--- src/rtl/alu_op_decode_stage.sv ---
// -----------------------------------------------------------------------------
// alu_op_decode_stage
//
// Purpose:
//   Decode-to-execute pipeline stage for an RV64I(+mul) core. Decodes one
//   32-bit instruction into the one-hot ALUOp, the W-form flag, the ALU operand
//   selects and the sign-extended 64-bit immediate. All of this is held in a
//   one-entry valid/ready register stage.
//
// Ports:
//   clk, rst_n         clock, asynchronous active-low reset
//   flush              drops the held entry and any entry offered this cycle
//   in_valid/in_ready  upstream handshake; in_ready = !out_valid | out_ready
//   in_inst, in_pc     instruction word and its pc
//   out_valid/out_ready downstream handshake
//   out_alu_op         one-hot ALUOp (all zero for illegal entries)
//   out_is32           W-form operation (OP-32 / OP-IMM-32)
//   out_a_sel          X source: 0 rs1, 1 pc, 2 zero
//   out_b_sel          Y source: 0 rs2, 1 imm, 2 constant 4
//   out_imm            sign-extended immediate (shift forms: zero-extended shamt)
//   out_rd/rs1/rs2     register indices taken straight from the instruction
//   out_reg_write      rd write enable (never set for rd == x0)
//   out_illegal        unsupported encoding; the entry still flows downstream
//
// Handshake:
//   A transfer happens on a rising edge where valid and ready are both high.
//   valid is never withdrawn by the producer until the transfer, and the
//   registered payload never changes while out_valid=1 and out_ready=0.
//   in_ready is combinational from out_valid/out_ready only, so a consume and
//   an accept can share one edge (full throughput). flush overrides both.
// -----------------------------------------------------------------------------
module alu_op_decode_stage #(
    parameter int XLEN = 64,
    parameter int OPW  = 15
) (
    input  logic            clk,
    input  logic            rst_n,
    input  logic            flush,
    input  logic            in_valid,
    output logic            in_ready,
    input  logic [31:0]     in_inst,
    input  logic [XLEN-1:0] in_pc,
    output logic            out_valid,
    input  logic            out_ready,
    output logic [OPW-1:0]  out_alu_op,
    output logic            out_is32,
    output logic [1:0]      out_a_sel,
    output logic [1:0]      out_b_sel,
    output logic [XLEN-1:0] out_imm,
    output logic [4:0]      out_rd,
    output logic [4:0]      out_rs1,
    output logic [4:0]      out_rs2,
    output logic            out_reg_write,
    output logic            out_illegal
);

    // One-hot ALUOp encodings; bit positions match the ALU input.
    localparam logic [OPW-1:0] ALU_ADD  = OPW'(1) << 0;
    localparam logic [OPW-1:0] ALU_SUB  = OPW'(1) << 1;
    localparam logic [OPW-1:0] ALU_AND  = OPW'(1) << 2;
    localparam logic [OPW-1:0] ALU_OR   = OPW'(1) << 3;
    localparam logic [OPW-1:0] ALU_XOR  = OPW'(1) << 4;
    localparam logic [OPW-1:0] ALU_SLL  = OPW'(1) << 5;
    localparam logic [OPW-1:0] ALU_SRL  = OPW'(1) << 6;
    localparam logic [OPW-1:0] ALU_SRA  = OPW'(1) << 7;
    localparam logic [OPW-1:0] ALU_MUL  = OPW'(1) << 8;
    localparam logic [OPW-1:0] ALU_SLT  = OPW'(1) << 12;
    localparam logic [OPW-1:0] ALU_SLTU = OPW'(1) << 13;

    localparam logic [1:0] A_RS1  = 2'd0;
    localparam logic [1:0] A_PC   = 2'd1;
    localparam logic [1:0] A_ZERO = 2'd2;
    localparam logic [1:0] B_RS2  = 2'd0;
    localparam logic [1:0] B_IMM  = 2'd1;
    localparam logic [1:0] B_FOUR = 2'd2;

    localparam logic [6:0] OPC_OP        = 7'b0110011;
    localparam logic [6:0] OPC_OP_IMM    = 7'b0010011;
    localparam logic [6:0] OPC_OP_32     = 7'b0111011;
    localparam logic [6:0] OPC_OP_IMM_32 = 7'b0011011;
    localparam logic [6:0] OPC_LUI       = 7'b0110111;
    localparam logic [6:0] OPC_AUIPC     = 7'b0010111;
    localparam logic [6:0] OPC_LOAD      = 7'b0000011;
    localparam logic [6:0] OPC_STORE     = 7'b0100011;
    localparam logic [6:0] OPC_JAL       = 7'b1101111;
    localparam logic [6:0] OPC_JALR      = 7'b1100111;
    localparam logic [6:0] OPC_BRANCH    = 7'b1100011;

    logic [6:0] opcode;
    logic [2:0] f3;
    logic [6:0] f7;

    assign opcode = in_inst[6:0];
    assign f3     = in_inst[14:12];
    assign f7     = in_inst[31:25];

    // The pc only travels with the instruction for the ALU's benefit upstream;
    // this stage selects it via out_a_sel and does not carry it.
    logic pc_unused;
    assign pc_unused = ^in_pc;

    // Immediate formats, all sign-extended from inst[31].
    logic [XLEN-1:0] imm_i, imm_s, imm_b, imm_u, imm_j, imm_sh6, imm_sh5;

    assign imm_i   = {{(XLEN-12){in_inst[31]}}, in_inst[31:20]};
    assign imm_s   = {{(XLEN-12){in_inst[31]}}, in_inst[31:25], in_inst[11:7]};
    assign imm_b   = {{(XLEN-13){in_inst[31]}}, in_inst[31], in_inst[7],
                      in_inst[30:25], in_inst[11:8], 1'b0};
    assign imm_u   = {{(XLEN-32){in_inst[31]}}, in_inst[31:12], 12'b0};
    assign imm_j   = {{(XLEN-21){in_inst[31]}}, in_inst[31], in_inst[19:12],
                      in_inst[20], in_inst[30:21], 1'b0};
    // Shift-immediate forms carry only the shift amount, not the funct bits.
    assign imm_sh6 = {{(XLEN-6){1'b0}}, in_inst[25:20]};
    assign imm_sh5 = {{(XLEN-5){1'b0}}, in_inst[24:20]};

    // Shared funct3 map of OP and OP-IMM; f3=5 returns srl and is refined
    // by the caller when the arithmetic-shift form is selected.
    function automatic logic [OPW-1:0] base_op(input logic [2:0] fn3);
        logic [OPW-1:0] op;
        case (fn3)
            3'd0:    op = ALU_ADD;
            3'd1:    op = ALU_SLL;
            3'd2:    op = ALU_SLT;
            3'd3:    op = ALU_SLTU;
            3'd4:    op = ALU_XOR;
            3'd5:    op = ALU_SRL;
            3'd6:    op = ALU_OR;
            default: op = ALU_AND;
        endcase
        return op;
    endfunction

    logic [OPW-1:0]  d_alu_op;
    logic            d_is32;
    logic [1:0]      d_a_sel;
    logic [1:0]      d_b_sel;
    logic [XLEN-1:0] d_imm;
    logic            d_has_rd;
    logic            d_illegal;
    logic            d_reg_write;

    always_comb begin
        d_alu_op  = '0;
        d_is32    = 1'b0;
        d_a_sel   = A_RS1;
        d_b_sel   = B_RS2;
        d_imm     = '0;
        d_has_rd  = 1'b0;
        d_illegal = 1'b0;

        case (opcode)
            OPC_OP: begin
                d_has_rd = 1'b1;
                if (f7 == 7'h00)                    d_alu_op = base_op(f3);
                else if (f7 == 7'h20 && f3 == 3'd0) d_alu_op = ALU_SUB;
                else if (f7 == 7'h20 && f3 == 3'd5) d_alu_op = ALU_SRA;
                else if (f7 == 7'h01 && f3 == 3'd0) d_alu_op = ALU_MUL;
                else                                d_illegal = 1'b1;
            end
            OPC_OP_IMM: begin
                d_has_rd = 1'b1;
                d_b_sel  = B_IMM;
                d_imm    = imm_i;
                d_alu_op = base_op(f3);
                if (f3 == 3'd1) begin
                    d_imm = imm_sh6;
                    if (in_inst[31:26] != 6'b000000) d_illegal = 1'b1;
                end else if (f3 == 3'd5) begin
                    d_imm = imm_sh6;
                    if (in_inst[31:26] == 6'b010000)      d_alu_op  = ALU_SRA;
                    else if (in_inst[31:26] != 6'b000000) d_illegal = 1'b1;
                end
            end
            OPC_OP_32: begin
                d_has_rd = 1'b1;
                d_is32   = 1'b1;
                if (f7 == 7'h00 && (f3 == 3'd0 || f3 == 3'd1 || f3 == 3'd5))
                    d_alu_op = base_op(f3);
                else if (f7 == 7'h20 && f3 == 3'd0) d_alu_op = ALU_SUB;
                else if (f7 == 7'h20 && f3 == 3'd5) d_alu_op = ALU_SRA;
                else if (f7 == 7'h01 && f3 == 3'd0) d_alu_op = ALU_MUL;
                else                                d_illegal = 1'b1;
            end
            OPC_OP_IMM_32: begin
                d_has_rd = 1'b1;
                d_is32   = 1'b1;
                d_b_sel  = B_IMM;
                d_imm    = imm_sh5;
                // Checking all of inst[31:25] also rejects inst[25]=1 (shamt >= 32).
                if (f3 == 3'd0) begin
                    d_alu_op = ALU_ADD;
                    d_imm    = imm_i;
                end else if (f3 == 3'd1 && f7 == 7'h00) d_alu_op = ALU_SLL;
                else if (f3 == 3'd5 && f7 == 7'h00)     d_alu_op = ALU_SRL;
                else if (f3 == 3'd5 && f7 == 7'h20)     d_alu_op = ALU_SRA;
                else                                    d_illegal = 1'b1;
            end
            OPC_LUI: begin
                d_has_rd = 1'b1;
                d_alu_op = ALU_ADD;
                d_a_sel  = A_ZERO;
                d_b_sel  = B_IMM;
                d_imm    = imm_u;
            end
            OPC_AUIPC: begin
                d_has_rd = 1'b1;
                d_alu_op = ALU_ADD;
                d_a_sel  = A_PC;
                d_b_sel  = B_IMM;
                d_imm    = imm_u;
            end
            OPC_LOAD: begin
                d_has_rd = 1'b1;
                d_alu_op = ALU_ADD;
                d_b_sel  = B_IMM;
                d_imm    = imm_i;
            end
            OPC_STORE: begin
                d_alu_op = ALU_ADD;
                d_b_sel  = B_IMM;
                d_imm    = imm_s;
            end
            // Jumps use the ALU for the link value pc+4; the target offset
            // still travels in out_imm for the branch unit.
            OPC_JAL: begin
                d_has_rd = 1'b1;
                d_alu_op = ALU_ADD;
                d_a_sel  = A_PC;
                d_b_sel  = B_FOUR;
                d_imm    = imm_j;
            end
            OPC_JALR: begin
                d_has_rd = 1'b1;
                d_alu_op = ALU_ADD;
                d_a_sel  = A_PC;
                d_b_sel  = B_FOUR;
                d_imm    = imm_i;
            end
            OPC_BRANCH: begin
                d_imm = imm_b;
                case (f3)
                    3'd0, 3'd1: d_alu_op  = ALU_SUB;
                    3'd4, 3'd5: d_alu_op  = ALU_SLT;
                    3'd6, 3'd7: d_alu_op  = ALU_SLTU;
                    default:    d_illegal = 1'b1;
                endcase
            end
            default: d_illegal = 1'b1;
        endcase

        // Illegal entries carry a clean, inert payload downstream.
        if (d_illegal) begin
            d_alu_op = '0;
            d_is32   = 1'b0;
            d_a_sel  = A_RS1;
            d_b_sel  = B_RS2;
            d_imm    = '0;
            d_has_rd = 1'b0;
        end
    end

    assign d_reg_write = d_has_rd && (in_inst[11:7] != 5'd0);

    assign in_ready = !out_valid || out_ready;

    always_ff @(posedge clk or negedge rst_n) begin
        if (!rst_n) begin
            out_valid     <= 1'b0;
            out_alu_op    <= '0;
            out_is32      <= 1'b0;
            out_a_sel     <= 2'd0;
            out_b_sel     <= 2'd0;
            out_imm       <= '0;
            out_rd        <= 5'd0;
            out_rs1       <= 5'd0;
            out_rs2       <= 5'd0;
            out_reg_write <= 1'b0;
            out_illegal   <= 1'b0;
        end else if (flush) begin
            // Payload holds; only the valid bit is killed.
            out_valid <= 1'b0;
        end else if (in_valid && in_ready) begin
            out_valid     <= 1'b1;
            out_alu_op    <= d_alu_op;
            out_is32      <= d_is32;
            out_a_sel     <= d_a_sel;
            out_b_sel     <= d_b_sel;
            out_imm       <= d_imm;
            out_rd        <= in_inst[11:7];
            out_rs1       <= in_inst[19:15];
            out_rs2       <= in_inst[24:20];
            out_reg_write <= d_reg_write;
            out_illegal   <= d_illegal;
        end else if (out_ready) begin
            out_valid <= 1'b0;
        end
    end

endmodule

--- config.mk ---
export PLATFORM = sky130hd
export DESIGN_NAME = alu_op_decode_stage
export DESIGN_NICKNAME = d
export VERILOG_FILES = /design/src/rtl/alu_op_decode_stage.sv
export SDC_FILE = /design/constraint.sdc
export NUM_CORES = 1
export LEC_CHECK = 0
export ABC_AREA = 1
export CAP_MARGIN = 40
export CORE_MARGIN = 3
export CORE_UTILIZATION = 41
export CTS_CLUSTER_DIAMETER = 80
export DETAILED_ROUTE_END_ITERATION = 10
export PLACE_DENSITY = 0.86
export SLEW_MARGIN = 40
export SYNTH_ARGS = -nofsm -noshare
export SYNTH_HDL_FRONTEND = slang
export SYNTH_SLANG_ARGS = --single-unit
--- constraint.sdc ---
create_clock -name clk -period 1.9 [get_ports clk]
set_input_delay 0.38 -clock clk [delete_from_list [all_inputs] [get_ports clk]]
set_output_delay 0.38 -clock clk [all_outputs]
set_load 0.05 [all_outputs]
# == Yosys cells after proc, flatten, opt, wreduce, memory -nomap -nowiden ==
# Index checks and enable logic that the tools add are counted.
# op_classes
bitwise,1
reduce_logical,30
n_eq_ne,21
muxes,47
# op_table
cell,count
64-bit one-hot mux with 7 select lines,1
64-bit 2-to-1 mux,4
15-bit 2-to-1 mux,7
14-bit one-hot mux with 7 select lines,1
15-bit one-hot mux with 6 select lines,1
14-bit one-hot mux with 3 select lines,1
7-bit by 6-bit equality test with 1-bit output (second input constant),5
8-bit 2-to-1 mux,4
7-bit by 5-bit equality test with 1-bit output (second input constant),3
7-bit equality test (second input constant),3
1-bit 2-to-1 mux,21
9-bit 2-to-1 mux,2
6-bit OR reduction,3
2-bit OR reduction,7
3-bit equality test (second input constant),4
9-bit OR reduction,1
1-bit logical AND,8
2-bit one-hot mux with 2 select lines,2
7-bit by 1-bit equality test with 1-bit output (second input constant),1
7-bit by 2-bit equality test with 1-bit output (second input constant),1
7-bit logical NOT,1
3-bit by 2-bit equality test with 1-bit output (second input constant),2
6-bit by 5-bit equality test with 1-bit output (second input constant),1
1-bit one-hot mux with 6 select lines,1
other kinds (11),14
# totals
regBits,102
out_inout_bits,103
in_bits,101
wordCells,110

# == Longest topological paths before layout ==
# depth
word_depth,9
depth_mapped,13
mapped_depth_nobuf,11

# == Worst setup path before layout ==
# Ideal clock, no wire load.
# synth_timing
path_kind,reg-to-reg
from,register out_valid
to,register out_a_sel[0]
path_stages_with_launch,8
period_less_slack_ns,2.265
arrival_time_ns,2.119
setup_ns,0.146
path_slack_ns,-0.365
t_required_ns,1.754
path_buffers,2
path_cell_list,dfrtp_1 -> nand2_1 -> nand2_1 -> clkbuf_1 -> inv_1 -> clkbuf_1 -> nand2_1 -> o311ai_0
# synth_via
elab_chain_len,4
# synth_rtl
item,line,rtl
start: declaration,43,"output logic out_valid,"
start signal: assignment,268,out_valid <= 1'b0;
start signal: assignment,281,out_valid <= 1'b0;
start signal: assignment,283,out_valid <= 1'b1;
1-bit logical NOT,264,assign in_ready = !out_valid || out_ready;
1-bit logical OR,264,
net in_ready,40,"output logic in_ready,"
1-bit logical AND,282,end else if (in_valid && in_ready) begin
2-bit AND reduction (no line),n/a,
end signal: assignment,286,out_a_sel <= d_a_sel;
end: declaration,47,"output logic [1:0] out_a_sel,"
# The timed path passes the listed nets, and every way through them passes these cells.
# A chain may end at the register's enable or synchronous reset.

# == Final worst setup path ==
# layout_timing
from,register out_rs2[3]
to,output port out_rs2[3]
# layout_lines
item,line,rtl
start: declaration,52,"output logic [4:0] out_rs2,"
start signal: assignment,291,out_rs2 <= in_inst[24:20];
# No word-level cell between the ends.

==> summary.txt <==
Pwr
  • Worst VDD drop: 0.3990 mV
  • Total Power: about 0.0039 W
  • Leak: 3.471 nW
  • P per Cell Area: 583.9 mW/mm^2

Floorplanning
  • DIE WIDTH: roughly 110 microns
  • Number of cell rows: 35
  • Die area: 0.01110 sq mm
  • Initial Util: 42.99%
  • Die height: 105.4 microns
  • Area of the core: 0.009415 sq mm
  • Io pins: 204

Setup path
  • Required @ worst endpoint: between 1.5 and 2 ns
  • Critical path's largest stage delay: 0.80 ns
  • Critical Path Slowest Stage Cell: clkdlybuf4s50_1
  • Delay-heaviest family, CP: buffers and inverters
  • Beginning of the critical path: out_rs2[3]
  • FF-to-FF Start: out_valid
  • Setup CP Type: reg2out
  • CP Buf/Inv Count: 1
  • Worst reg-to-reg path cell count: 8
  • Arrival time of the worst setup path: 1.50 ns
  • Worst setup EP type: primary output
  • Crit path cell chain: clkdlybuf4s50_1
  • Critical path peak fanout: 2
  • Reg-to-Reg End: out_imm[0]
  • Crit start category: flip-flop
  • R2r setup slk: about 0.52 ns

Finish
  • Total Nets Final: 820
  • Commonest non-fill, non-tap cell in the layout: nand2_1
  • Most frequent cells in the layout: nand2_1 (171), buf_4 (130), dfrtp_1 (65)
  • Area delta synth->final: 63.09%
  • Diodes inserted: 0
  • Share of layout cells above drive strength 1: a little under two fifths

Place
  • Port bufs: between 100 and 150
  • Placer's final routability congestion estimate: 0.9216
  • Hpwl dp: 10540 microns

Timing
  • Slew Limit Fails: 0
  • Final setup fails: 0
  • RSZ-0062 raised after global routing: true
  • Minimum clock period: 1.877 ns
  • Tcrit/Tclk final: 98.78%
  • Least-Margin Pin Slew: slightly above 0.5 ns
  • Worst Clk Skew: 0.007194 ns
  • Max Fclk: between 500 and 600 MHz
  • Hold Fails Final Rpt: 0
  • WHS: 0.3598 ns
  • Slew margin rel.: 66.26%

Global route
  • Total Routing Usage GR: between 20% and 30%
  • Met3 usage: 6.491%
  • Vias in the first global route: approximately 4300
  • Initial antenna violation count: 0
  • Met1 usage: 30.53%
  • Largest net degree at the start of global routing: 41
  • Gr busiest metal: met2
  • First-pass GRT wire length: 21860 microns
  • Total grt overflow: 0
  • M2 GR Usage: about 42%

Logic synthesis
  • Count of cell types in the netlist: 33
  • Synth Warn #: 0
  • Synth Instances: 539
  • #FFs+latches synth: 66
  • Post-Syn Area: 0.004048 sq mm
  • Sequential share of the synthesized area: 40.80%
  • Mean Syn Cell Area: 7.510 sq um

Clocking
  • Root buf cell: clkbuf_8
  • # clock sinks: 66
  • Clk_lat worst skew: 0.36 ns
  • CTS tree: built
  • Total CTS buffers: 9
  • H-tree depth: 3
  • Max Buffers Root-to-Sink: 2
  • Clock-pin slew on the worst setup and hold paths: 0.09 ns

Flow run
  • Max Cap Viol: 0

Routing
  • Final ANT Viol Nets: 0
  • Via density: approximately 5.2
  • # DRC: 0
  • Post-Route WL: 14160 microns
  • Initial drt markers: between 300 and 400
  • Routed WL per cell: 16.60 microns
  • Pre-antenna DRT Iters: 5
  • Via count: 4440

Min path
  • Hold crit path type: in2async

Run status
  • Status: finished, final reports clean
==> synth_stat cells <==
cell / count / area (sq um)
a31oi_1: 1 / 6.260
a21oi_1: 7 / 35.03
inv_1: 22 / 82.58
nor3_1: 3 / 15.01
mux2i_1: 1 / 10.01
clkbuf_1: 11 / 41.29
conb_1: 1 / 3.750
buf_8: 2 / 30.03
nand3_1: 63 / 315.3
buf_2: 5 / 25.02
nor2_8: 1 / 20.02
buf_4: 37 / 277.8
o31ai_1: 1 / 7.510
o311ai_0: 1 / 8.760
inv_2: 7 / 26.28
nand3_2: 5 / 50.05
o21a_1: 1 / 7.510
o211ai_1: 2 / 15.01
nor2_4: 5 / 56.30
o21ai_2: 20 / 175.2
nand2_2: 8 / 50.05
nand2_1: 179 / 671.9
buf_1: 1 / 3.750
nand2_4: 1 / 11.26
o22ai_1: 1 / 6.260
nor4_1: 1 / 6.260
nand4_1: 7 / 43.79
nor2_1: 30 / 112.6
dfrtp_1: 66 / 1652
nor2_2: 4 / 25.02
o21ai_1: 22 / 110.1
o21ai_0: 18 / 90.09
buf_6: 5 / 56.30
==> final cells by class <==
type	instances	area, sq um
flip-flops and latches	66	1653
clock buffers	10	137.6
well taps	129	161.4
inverters	29	108.9
multi-input cells	386	1992
clock inverters	6	112.6
fillers	703	2814
repair buffers	227	2436
==> report_power, final <==
| group | leakage, nW | switching, W | internal [W] |
|---|---|---|---|
| logic | 2.45 | 0.000531 | 0.000298 |
| registers | 0.893 | 0.0000330 | 0.00146 |
| clock network | 0.127 | 0.000621 | 0.000913 |
==> worst max path at each step <==
stage	end	slack [ns]	depth (start not counted)
3_5_place_dp	out_imm[29]	-0.56	10
6_report	out_rs2[3]	0.02	1
4_1_cts	out_imm[11]	0.0002	11
5_1_grt	out_imm[10]	-0.01	10
2_1_floorplan	out_a_sel[0]	0.09	7
3_3_place_gp	out_imm[28]	-0.52	10
==> routing by layer <==
| metal | vias up | wire (microns) |
|---|---|---|
| met3 | 21 | 1221 |
| met2 | 231 | 7042 |
| met4 | 0 | 178 |
| met1 | 2111 | 5718 |
| met5 | - | 0 |
| li1 | 2077 | - |
==> stage by stage <==
step | TNS, ns | cell area, sq um | utilization (%) | worst slack [ns] | cells
2_1_floorplan | 0 | 4068 | - | 0.08567 | 542
3_3_place_gp | -18.20 | 6057 | 64.33 | -0.5175 | 827
3_5_place_dp | -19.34 | 6057 | 64.33 | -0.5628 | 827
4_1_cts | 0 | 6340 | 67.34 | 0.0002442 | 844
5_1_grt | -0.04053 | 6601 | 70.11 | -0.01109 | 853
6_report | 0 | 6601 | 70.11 | 0.02313 | 853
==> registers in the layout (all words and copies together), names as in the netlist <==
register,count
out_illegal,1
out_rs1,5
out_rs2,5
out_b_sel,2
out_imm,32
out_valid,1
out_rd,5
out_is32,1
out_a_sel,2
out_alu_op,11
out_reg_write,1
==> timing repair <==
item,4_1_cts,5_1_grt
gates cloned,0,4
pin swaps,0,10
setup buffers,0,5
hold buffers,1,0
endpoints found under the setup margin,46,46
hold endpoints to repair,3,0
gates resized for setup,18,48
==> kinds of logic after synthesis <==
kind of cell           share of synthesized area, %
AOI/OAI and AO/OA                             11.41
buffers and inverters                         13.42
DFF                                           40.80
muxes                                        0.2473
other                                       0.09265
and+or+nand+nor                               34.03
(Power assumes the default switching activity.)
==> edit: new RTL, same settings <==
Change the parameter `XLEN` from 64 to 128.
--- a/src/rtl/alu_op_decode_stage.sv
+++ b/src/rtl/alu_op_decode_stage.sv
@@ -30,7 +30,7 @@
 //   an accept can share one edge (full throughput). flush overrides both.
 // -----------------------------------------------------------------------------
 module alu_op_decode_stage #(
-    parameter int XLEN = 64,
+    parameter int XLEN = 128,
     parameter int OPW  = 15
 ) (
     input  logic            clk,
Interface: changed (resized in_pc and out_imm); port bits go from 204 to 332. The function was not compared with the original's and may differ.
==> edit against the original RTL <==
The flow now finishes with violations (negative setup slack). Power down 4.6%. Cell count up 9.6%. Sequential cell count unchanged. Area after synthesis up 11%. First-iteration DRC count up 79%. Cell area up 20%. Setup slack worse by 74 ps. Wire length up 39%. Critical path type is now in2reg. Critical endpoint is now out_alu_op[6]. Largest power group is now sequential cells.
==> edit: results <==
metrics = {
    "outcome": {
        "outcome": "finished, violations left",
        "violations": "negative setup slack",
    },
    "die": {
        "initial_core_util_pct": 42.82,
    },
    "global_routing": {
        "grt_pass1_wl_um": 27220,
        "met1_usage_pct": 30.92,
        "use_met3_pct": 7.342,
        "grt_start_max_net_pins": 45,
        "track_usage_pct": 27.91,
        "grt_pass1_vias": 4949,
        "grtUsageMet2_pct": 49.68,
    },
    "finish": {
        "fill_cells": 620,
        "nets": 959,
    },
    "placed_design": {
        "dp_cells": 908,
        "dp_slack_ps": -499.3,
        "dp.final_hpwl_um": 13660,
        "gp_congestion": 1.105,
        "placed_area_um2": 7395,
    },
    "drt": {
        "viasPerCell": 5.561,
        "first_iter_violations": 560,
        "dr.pass1.iters": 7,
        "vias": 5200,
        "detail_route.wl_per_cell_um": 21.08,
    },
    "timing": {
        "worstMarginPinSlew_ps": 513.5,
        "tns_ps": -121.7,
        "setup_ws_ps": -51.33,
        "skew_ps": 16.33,
        "setup_viol": 7,
    },
    "synth": {
        "synthFlopType": "dfrtp_1",
        "synth_cell_type_count": 36,
        "ys_seq_area_share_pct": 36.86,
        "synth_area_per_cell_um2": 7.430,
        "netlist_top_cells_count": "nand2_1, buf_4, dfrtp_1",
        "yosys-top-cells-area": "dfrtp_1, buf_4, nand2_1, nand3_1, o21ai_2",
    },
    "critical_path": {
        "cp_max_fo": 8,
        "worstPathArrival_ps": 2250,
    },
    "power_and_ir_drop": {
        "peakVddDrop_v": 0.0005495,
        "p_leak_nw": 3.964,
    },
}
==> edit: cell count changes after synthesis, sizes merged, moves of 2 or more <==
cell    change
clkbuf      -4
and2        +2
nand3      -12
o21ai       -5
o31ai       +3
nor2        +5
inv         +8
buf        +63
==> edit: area by class of cell <==
cell class              instances  area (µm²)  area share [%]
repair buffers                297        3780           47.70
clock buffers                  14       162.7           2.053
flip-flops and latches         66        1657           20.91
clock inverters                 2       35.03          0.4421
well taps                     136       170.2           2.147
multi-input cells             382        1977           24.95
inverters                      38       142.6           1.800
==> edit: final timing paths <==
path,start,end,cells past startpoint,slack [ps]
setup / recovery,in_inst[28],out_alu_op[6],11,-50
hold / removal,rst_n,out_is32,2,50
max in group asynchronous,rst_n,out_imm[126],2,1480
min in group clk,in_inst[27],out_imm[7],3,460
hold reg to reg,out_rs1[0],out_rs1[0],2,480
setup reg to reg,out_valid,out_b_sel[0],9,310
==> edit: power by group through the flow <==
| stage | registers [mW] | clock network, mW | logic [mW] |
|---|---|---|---|
| floorplan | 1.75 | 0 | 0.224 |
| global placement | 1.53 | 0 | 0.839 |
| detailed placement | 1.53 | 0 | 0.857 |
| CTS | 1.51 | 1.24 | 0.855 |
| global route | 1.52 | 1.31 | 0.965 |
| finish | 1.51 | 1.24 | 0.928 |
==> edit: timing repair <==
item	4_1_cts	5_1_grt
gates cloned	1	5
endpoints found under the setup margin	101	87
resized for setup	24	46
pin swaps	1	9
buffers inserted	0	5
==> edit: metal layers <==
layer  part of all wire (%)  wire length (µm)  up-vias
li1                       -                 -     2210
met1                     33              6602     2346
met2                     49              9601      487
met3                     11              2164      157
met4                    6.8              1344        0
met5                      0                 0        -
==> edit: critical path, stage by stage <==
cell and delay (ps):
dlygate4sd2_1 360, nor2_2 190, nand2_1 110, nor2_2 170, nor2_1 80, nand2_1 90
nand2_1 70, nor2_2 140, nand3_4 230, clkbuf_16 250, a21oi_2 170
==> edit: logic make-up (layout without fill, tap and decap cells) <==
group,count (synthesis),count (layout),synth area share (%)
and+or+nand+nor,302,302,28.93
buffers and inverters,158,351,22.40
AOI/OAI and AO/OA,76,76,11.73
DFF,66,66,36.86
other,1,4,0.08370
